==> src/rtl/debug_unit.sv <==
// Host-side debug controller for the MIPS pipeline: decodes UART commands, loads
// instruction memory, runs or steps the core, and streams register/memory dumps back.
module debug_unit #(
  parameter int NB_REG   = 32,
  parameter int NB_WIDHT = 9,
  parameter int NB_BYTE  = 8
) (
  input  logic                i_clk,
  input  logic                i_reset,
  input  logic [NB_BYTE-1:0]  i_rx_data,
  input  logic                i_rx_valid,
  output logic [NB_BYTE-1:0]  o_tx_data,
  output logic                o_tx_valid,
  input  logic                i_tx_ready,
  output logic                o_dunit_clk_en,
  output logic                o_dunit_reset_pc,
  output logic                o_dunit_w_mem,
  output logic [NB_WIDHT-1:0] o_dunit_addr,
  output logic [NB_REG-1:0]   o_dunit_data_if,
  input  logic [NB_REG-1:0]   i_dunit_reg,
  input  logic [NB_REG-1:0]   i_dunit_mem_data,
  input  logic                i_halt
);

  localparam logic [NB_BYTE-1:0] CMD_LOAD = 8'h4C;
  localparam logic [NB_BYTE-1:0] CMD_RUN  = 8'h43;
  localparam logic [NB_BYTE-1:0] CMD_STEP = 8'h53;
  localparam logic [NB_BYTE-1:0] ACK_BYTE = 8'h06;

  typedef enum logic [2:0] {
    S_IDLE, S_LOAD, S_ACK, S_RUN, S_STEP, S_DADDR, S_DCAP, S_DSEND
  } state_e;

  state_e              state_q, state_d;
  logic [1:0]          bcnt_q, bcnt_d;
  logic [5:0]          k_q, k_d, k_next_s;
  logic                last_q, last_d;
  logic [NB_REG-1:0]   word_q, word_d, new_word_s, src_s;
  logic                clk_en_q, clk_en_d;
  logic                reset_pc_q, reset_pc_d;
  logic                w_mem_q, w_mem_d;
  logic [NB_WIDHT-1:0] addr_q, addr_d, next_addr_s;
  logic [NB_REG-1:0]   data_if_q, data_if_d;
  logic [NB_BYTE-1:0]  tx_data_q, tx_data_d;
  logic                tx_valid_q, tx_valid_d;

  assign new_word_s  = {word_q[NB_REG-NB_BYTE-1:0], i_rx_data};
  assign src_s       = k_q[5] ? i_dunit_mem_data : i_dunit_reg;
  assign k_next_s    = k_q + 6'd1;
  // Words 0..31 index registers; words 32..63 walk data memory one word at a time.
  assign next_addr_s = k_next_s[5] ? NB_WIDHT'({k_next_s[4:0], 2'b00})
                                   : NB_WIDHT'(k_next_s[4:0]);

  // Next-state and next-output computation for the command/load/dump FSM.
  always_comb begin
    state_d    = state_q;
    bcnt_d     = bcnt_q;
    k_d        = k_q;
    last_d     = last_q;
    word_d     = word_q;
    clk_en_d   = 1'b0;
    reset_pc_d = reset_pc_q;
    w_mem_d    = 1'b0;
    addr_d     = addr_q;
    data_if_d  = data_if_q;
    tx_data_d  = tx_data_q;
    tx_valid_d = tx_valid_q;
    case (state_q)
      S_IDLE: begin
        reset_pc_d = 1'b0;
        if (i_rx_valid) begin
          case (i_rx_data)
            CMD_LOAD: begin
              state_d    = S_LOAD;
              reset_pc_d = 1'b1;
              addr_d     = '0;
              bcnt_d     = 2'd0;
              last_d     = 1'b0;
            end
            CMD_RUN: begin
              state_d  = S_RUN;
              clk_en_d = 1'b1;
            end
            CMD_STEP: begin
              state_d  = S_STEP;
              clk_en_d = 1'b1;
            end
            default: state_d = S_IDLE;
          endcase
        end else begin
          state_d = S_IDLE;
        end
      end
      S_LOAD: begin
        reset_pc_d = 1'b1;
        // Address advances the cycle after the write strobe so addr/data stay stable with it.
        if (w_mem_q) begin
          addr_d = addr_q + NB_WIDHT'(4);
          if (last_q) begin
            state_d    = S_ACK;
            reset_pc_d = 1'b0;
            tx_data_d  = ACK_BYTE;
            tx_valid_d = 1'b1;
          end else begin
            state_d = S_LOAD;
          end
        end else begin
          addr_d = addr_q;
        end
        if (i_rx_valid && !last_q) begin
          word_d = new_word_s;
          bcnt_d = bcnt_q + 2'd1;
          if (bcnt_q == 2'd3) begin
            data_if_d = new_word_s;
            w_mem_d   = 1'b1;
            last_d    = (new_word_s == {NB_REG{1'b1}});
          end else begin
            w_mem_d = 1'b0;
          end
        end else begin
          word_d = word_q;
        end
      end
      S_ACK: begin
        if (i_tx_ready) begin
          tx_valid_d = 1'b0;
          state_d    = S_IDLE;
        end else begin
          tx_valid_d = 1'b1;
        end
      end
      S_RUN: begin
        if (i_halt) begin
          state_d = S_DADDR;
          addr_d  = '0;
          k_d     = 6'd0;
        end else begin
          clk_en_d = 1'b1;
        end
      end
      S_STEP: begin
        state_d = S_DADDR;
        addr_d  = '0;
        k_d     = 6'd0;
      end
      S_DADDR: state_d = S_DCAP;
      S_DCAP: begin
        word_d     = src_s;
        tx_data_d  = src_s[NB_REG-1 -: NB_BYTE];
        tx_valid_d = 1'b1;
        bcnt_d     = 2'd0;
        state_d    = S_DSEND;
      end
      S_DSEND: begin
        if (i_tx_ready) begin
          bcnt_d = bcnt_q + 2'd1;
          if (bcnt_q == 2'd3) begin
            tx_valid_d = 1'b0;
            if (k_q == 6'd63) begin
              state_d = S_IDLE;
              addr_d  = '0;
            end else begin
              k_d     = k_next_s;
              addr_d  = next_addr_s;
              state_d = S_DADDR;
            end
          end else begin
            word_d    = word_q << NB_BYTE;
            tx_data_d = word_q[NB_REG-NB_BYTE-1 -: NB_BYTE];
          end
        end else begin
          tx_valid_d = 1'b1;
        end
      end
      default: begin
        state_d    = S_IDLE;
        reset_pc_d = 1'b0;
        tx_valid_d = 1'b0;
      end
    endcase
  end

  // State and registered outputs.
  always_ff @(posedge i_clk or negedge i_reset) begin
    if (!i_reset) begin
      state_q    <= S_IDLE;
      bcnt_q     <= 2'd0;
      k_q        <= 6'd0;
      last_q     <= 1'b0;
      word_q     <= '0;
      clk_en_q   <= 1'b0;
      reset_pc_q <= 1'b0;
      w_mem_q    <= 1'b0;
      addr_q     <= '0;
      data_if_q  <= '0;
      tx_data_q  <= '0;
      tx_valid_q <= 1'b0;
    end else begin
      state_q    <= state_d;
      bcnt_q     <= bcnt_d;
      k_q        <= k_d;
      last_q     <= last_d;
      word_q     <= word_d;
      clk_en_q   <= clk_en_d;
      reset_pc_q <= reset_pc_d;
      w_mem_q    <= w_mem_d;
      addr_q     <= addr_d;
      data_if_q  <= data_if_d;
      tx_data_q  <= tx_data_d;
      tx_valid_q <= tx_valid_d;
    end
  end

  assign o_tx_data        = tx_data_q;
  assign o_tx_valid       = tx_valid_q;
  assign o_dunit_clk_en   = clk_en_q;
  assign o_dunit_reset_pc = reset_pc_q;
  assign o_dunit_w_mem    = w_mem_q;
  assign o_dunit_addr     = addr_q;
  assign o_dunit_data_if  = data_if_q;

endmodule

==> config.mk <==
export PLATFORM = sky130hd
export DESIGN_NAME = debug_unit
export DESIGN_NICKNAME = d
export VERILOG_FILES = /design/src/rtl/debug_unit.sv
export SDC_FILE = /design/constraint.sdc
export NUM_CORES = 1
export LEC_CHECK = 0
export ABC_AREA = 1
export ABC_CLOCK_PERIOD_IN_PS = 4350
export BUFFER_PORTS_ARGS = -buffer_cell sky130_fd_sc_hd__buf_4
export CAP_MARGIN = 15
export CORE_MARGIN = 4
export CORE_UTILIZATION = 45
export CTS_CLUSTER_DIAMETER = 100
export DETAILED_ROUTE_END_ITERATION = 7
export MAX_ROUTING_LAYER = met4
export PLACE_DENSITY_LB_ADDON = 0.1
export SETUP_SLACK_MARGIN = 0.4
export SYNTH_ARGS = -nofsm -noshare
export SYNTH_HDL_FRONTEND = slang
export SYNTH_SLANG_ARGS = --single-unit
==> constraint.sdc <==
create_clock -name i_clk -period 4.35 [get_ports i_clk]
set_input_delay 0.2175 -clock i_clk [delete_from_list [all_inputs] [get_ports i_clk]]
set_output_delay 0.2175 -clock i_clk [all_outputs]
set_load 0.02 [all_outputs]
* Word-level counts from Yosys, hierarchy flattened
Index checks and enable logic that the tools add are counted.
Word-level totals: bits in read-only memories 0, memories 0, bits in latches 0, bits in writable memories 0, bits of input ports 77, register bits after elaboration 89
Operators by class: add/subtract/negate cells 3, shifts and indexed selects 0, $mul 0, multiplexer cells 62, reductions and logical operators 19, div/mod/pow operators 0, eq/ne operators 26, order comparisons 0, bitwise logic cells 0
Operators by type and width (number):
- $mux W24 | 3
- $pmux W24 S3 | 1
- $mux W9 | 6
- $pmux W9 S5 | 1
- $eq A32 B32 Y1 const B | 1
- $mux W32 | 1
- $mux W8 | 4
- $reduce_and A5 Y1 | 5
- $eq A8 B7 Y1 const B | 3
- $mux W6 | 4
- $pmux W3 S8 | 1
- $pmux W8 S3 | 1
- $ne A2 B2 Y1 const B | 11
- $mux W3 | 7
- $mux W1 | 19
- $pmux W6 S3 | 1
- $mux W7 | 2
- $eq A3 B3 Y1 const B | 4
- $mux W2 | 5
- $add A9 B3 Y9 const B | 1
- $pmux W3 S3 | 1
- $pmux W2 S4 | 1
- $reduce_and A4 Y1 | 2
- $reduce_bool A4 Y1 | 2
- other kinds (19) | 23

* Longest topological paths before layout
depth in word-level cells 6, mapped depth 10, depth with buffers taken out 10

* Worst setup path before layout
No wires, ideal clock.
path type register -> register, from register state_q[0], to register word_q[2], clock period less this slack 1.616 ns, buffers on the path 2, path slack 2.734 ns, stages on the path, launching flop included 11, arrival 1.483 ns, library setup time 0.133 ns, path through dfrtp_1 -> nand2_1 -> inv_1 -> nand2_2 -> nand2_2 -> o21ai_4 -> nor2_4 -> buf_6 -> buf_4 -> nand2_1 -> o21ai_0
On the way: longest elaborated chain between the ends 3, elaborated cells between the ends (all ways) 9
RTL lines:
- start, declared | line 34 | state_e state_q, state_d;
- start signal, assigned | line 199 | state_q <= state_d;
- $eq A3 B3 Y1 / $eq A3 B1 Y1 (equally long branches) | line 68 | case (state_q)
- $ne A2 B2 Y1 (no source line) / $reduce_bool A3 Y1 (equally long branches)
- $reduce_and A4 Y1 (no source line)
- end signal, assigned | line 203 | word_q <= word_d;
- end, declared | line 38 | logic [NB_REG-1:0] word_q, word_d, new_word_s, src_s;
Parallel ways exist; a longest one is shown, timed or not. A chain may end at the register's enable or synchronous reset.

* Worst setup path in the final report
from register state_q[1], to register bcnt_q[0]
On the way: longest elaborated chain between the ends 3, elaborated cells between the ends (all ways) 11
RTL lines:
- $eq A3 B3 Y1 (tied with other cells) | line 68
- $reduce_bool A4 Y1 (no source line) (tied with other cells)
- $reduce_and A5 Y1 (no source line)
- end signal, assigned | line 200 | bcnt_q <= bcnt_d;
- end, declared | line 35 | logic [1:0] bcnt_q, bcnt_d;
Parallel ways exist; a longest one is shown, timed or not.

==> flow_summary.toml <==
[clocking]
tritoncts = "yes"
cts-root-buf = "sky130_fd_sc_hd__clkbuf_8"
cts.sinks = 89
cts.reportedPaths.clkPinSlew_ns = 0.09
clock_tree.htree_level_count = 3
numCtsBuffers = 9
post_cts_resize_count = 0
max-clock-path-buffers = 2
clock_latency_ns = 0.37

[worst_setup_path]
worst-endpoint-arrival_ns = 2.70
timing.rr.start = "state_q[1]"
timing.critical_path.fanout_max = 25
required_ns = 4.61
crit-reg2reg-capture = "bcnt_q[0]"
crit_type = "reg2reg"
cp-end-kind = "flop"
setup.worst_path.start_class = "flop"
reg2regPathDepth = 9
worst-r2r-setup-slack_ns = 1.90

[synth]
synth_cell_types = 33
yosysWarningCount = 0
post_synth.cell_area_avg_um2 = 7.15
syn-num-nets = 761
post_synth_and_or_nand_nor_area_fraction_pct = 31.8
ys_seq_area_share_pct = 45.8
main_combinational_cell_family_by_area_after_synthesis = "simple AND/OR/NAND/NOR gates"
adder_cell_fraction_of_synth_area_pct = 0.771
total_standard_cell_area_after_synthesis_um2 = 4870
synthMuxAreaShare_pct = 0
post_synth_inst_count = 681
synth-xor-area-share_pct = 0.360
synth-compound-area-share_pct = 14.3
synth-seq-cells = 89

[place]
place_hpwl_mm = 10.3
gpl.final_weighted_congestion = 0.951
dpl-instance-area_um2 = 5920
io_buffers = 129
place.detailed.instances = 924

[sta]
hold_viol = 0
max_freq_ghz = 0.409
timing_max_transition_violations_final = 0
layout_worst_path_cycle_share_pct = 56.2
fin_crit_ns = 2.45
grt_setup_unrepaired = "false"
setup-violations-final = 0
final.setup.tns_ns = 0
relative_slew_slack_pct = 33.8
timing_worst_slew_pin_value_ns = 0.987
finalClockSkew_ns = 0.00724

[detailed_routing]
drc_errors = 0
num_vias = 4963
finalWirelength_mm = 14.0
dr.first_iter.drc_count = 415
postRouteAntennaNets = 0
drt-wirelength-per-cell_um = 14.8
viasPerCell = 5.27
drt_first_pass_iters = 7

[floorplanning]
floorplan.core_area_um2 = 10400
starting_density_of_the_core_pct = 46.7
ios = 130
die_height_um = 112
floorplan.die.width_um = 112
dieArea_um2 = 12500
cell_row_count = 37

[global_routing]
number_of_global_route_vias_before_repair = 4646
global_route.usage.met2_pct = 35.7
grt_first_pass_wirelength_mm = 23.1
global_route.overflow_total = 0
gr-usage-met3_pct = 3.37
grt.met1_usage_pct = 32.1
grtUsageTotal_pct = 23.2
grt_busiest_layer = "met2"
antenna_violations_before_repair = 0
grt_start_max_net_pins = 66

[min_path]
hold_class = "in2reg"
hp-start = "i_rx_data[1]"
hold-path-endpoint = "o_dunit_data_if[1]"
timing.hold.worst_path_depth = 3

[power]
vdd.ir_drop.worst_v = 0.000288
pwr_density_cell_nw_per_um2 = 632
p_leak_nw = 3.16

[layout]
drive_gt1_share_pct = 21.1
final_cell_area_um2 = 6130
area_growth_syn_to_layout_pct = 26.0
layout.cells.non_filler = 942
nets = 881
layout.core_utilization_pct = 58.9
antenna-diode-count = 0

[run]
max_cap_viol_count = 0

[status]
outcome = "finished clean"
metrics by stage:
step / setup slack [ns] / power [W] / hold WS, ns
after floorplan: 2.73 / 0.00268 / -0.0781
after global routing: 1.60 / 0.00420 / 0.178
after CTS: 1.85 / 0.00388 / 0.157
after detailed placement: 1.87 / 0.00334 / 0.280
final: 1.90 / 0.00387 / 0.178
after global placement: 1.95 / 0.00329 / 0.265
worst max-delay path, cell delays in order (launching register included):
cell                      delay [ns]
sky130_fd_sc_hd__dfrtp_1        0.46
sky130_fd_sc_hd__inv_1          0.10
sky130_fd_sc_hd__nor2_1         0.21
sky130_fd_sc_hd__nand2_1        0.59
sky130_fd_sc_hd__nand2_2        0.45
sky130_fd_sc_hd__inv_1          0.14
sky130_fd_sc_hd__nand2_1        0.08
sky130_fd_sc_hd__nand3_1        0.08
sky130_fd_sc_hd__o21ai_0        0.16
sky130_fd_sc_hd__nand2_1        0.07
registers in the layout, indices dropped and copies added, names as in the netlist:
signal	cells
o_dunit_data_if	32
word_q	24
o_dunit_addr	9
o_tx_data	8
k_q	6
state_q	3
bcnt_q	2
last_q	1
o_dunit_clk_en	1
o_dunit_reset_pc	1
o_dunit_w_mem	1
o_tx_valid	1
worst max-delay path by stage:
stage,start,slack [ns],endpoint
final,state_q[1],1.90,bcnt_q[0]
after global routing,state_q[1],1.60,bcnt_q[0]
after CTS,state_q[2],1.85,o_dunit_data_if[7]
after detailed placement,state_q[2],1.87,o_dunit_data_if[4]
after global placement,state_q[1],1.95,bcnt_q[0]
after floorplan,state_q[0],2.73,word_q[2]
cells in the mapped netlist (all sizes together):
| cell | instances | area [um2] |
|---|---|---|
| clkbuf | 17 | 63.8 |
| a211oi | 1 | 7.51 |
| nor2 | 78 | 325 |
| or2 | 4 | 25.0 |
| nor3 | 11 | 55.1 |
| o21bai | 2 | 15.0 |
| clkinv | 1 | 3.75 |
| xnor2 | 2 | 17.5 |
| nand2 | 220 | 838 |
| ha | 3 | 37.5 |
| nand3b | 2 | 15.0 |
| dfrtp | 89 | 2230 |
| a21oi | 11 | 58.8 |
| o21a | 1 | 7.51 |
| o211ai | 1 | 7.51 |
| o31ai | 1 | 7.51 |
| nand4 | 10 | 62.6 |
| buf | 8 | 52.6 |
| o21ai | 114 | 586 |
| a31oi | 1 | 6.26 |
| nand3 | 45 | 225 |
| inv | 59 | 221 |
where the power goes:
part           switching [W]  internal [W]
clock network       0.000308      0.000228
logic                0.00135      0.000676
registers           0.000183       0.00113
total                0.00184       0.00203
metal layers:
metal	vias up	routed length (um)
met5	-	0
met4	0	172
met3	13	938
met2	196	6350
met1	2316	6500
li1	2438	-
final cells by class:
class / count / area [um2]
Inverter: 60 / 225
Timing Repair Buffer: 134 / 1030
Clock buffer: 11 / 141
Clock inverter: 5 / 36.3
Tap cell: 136 / 170
Fill cell: 983 / 4290
Sequential cell: 89 / 2230
Multi-Input combinational cell: 507 / 2300
layout by cell type, fill, tap and decap left out, drive strengths merged, types with 2 or more instances in the layout:
cell	netlist	final
clkinv	1	3
or2	4	4
buf	8	133
ha	3	3
nand3	45	45
nand4	10	10
o21ai	114	114
o21bai	2	2
nand3b	2	2
clkbuf	17	11
nand2	220	220
nor2	78	78
a21oi	11	11
dfrtp	89	89
inv	59	62
xnor2	2	2
nor3	11	11
logic make-up (layout without fill, tap and decap cells):
family	Yosys count	count (layout)
buffers and inverters	85	210
adder cells (fa/ha/maj)	3	3
AO/OA/AOI/OAI	132	132
flip-flops	89	89
AND/OR/NAND/NOR	370	370
XOR/XNOR	2	2
timing repair:
item,in CTS,in global routing
endpoints found under the hold margin,47,0
buffers inserted,0,0
setup endpoints to repair,0,0
hold buffers,1,0
Note: power is estimated with default switching activity, not from simulation.
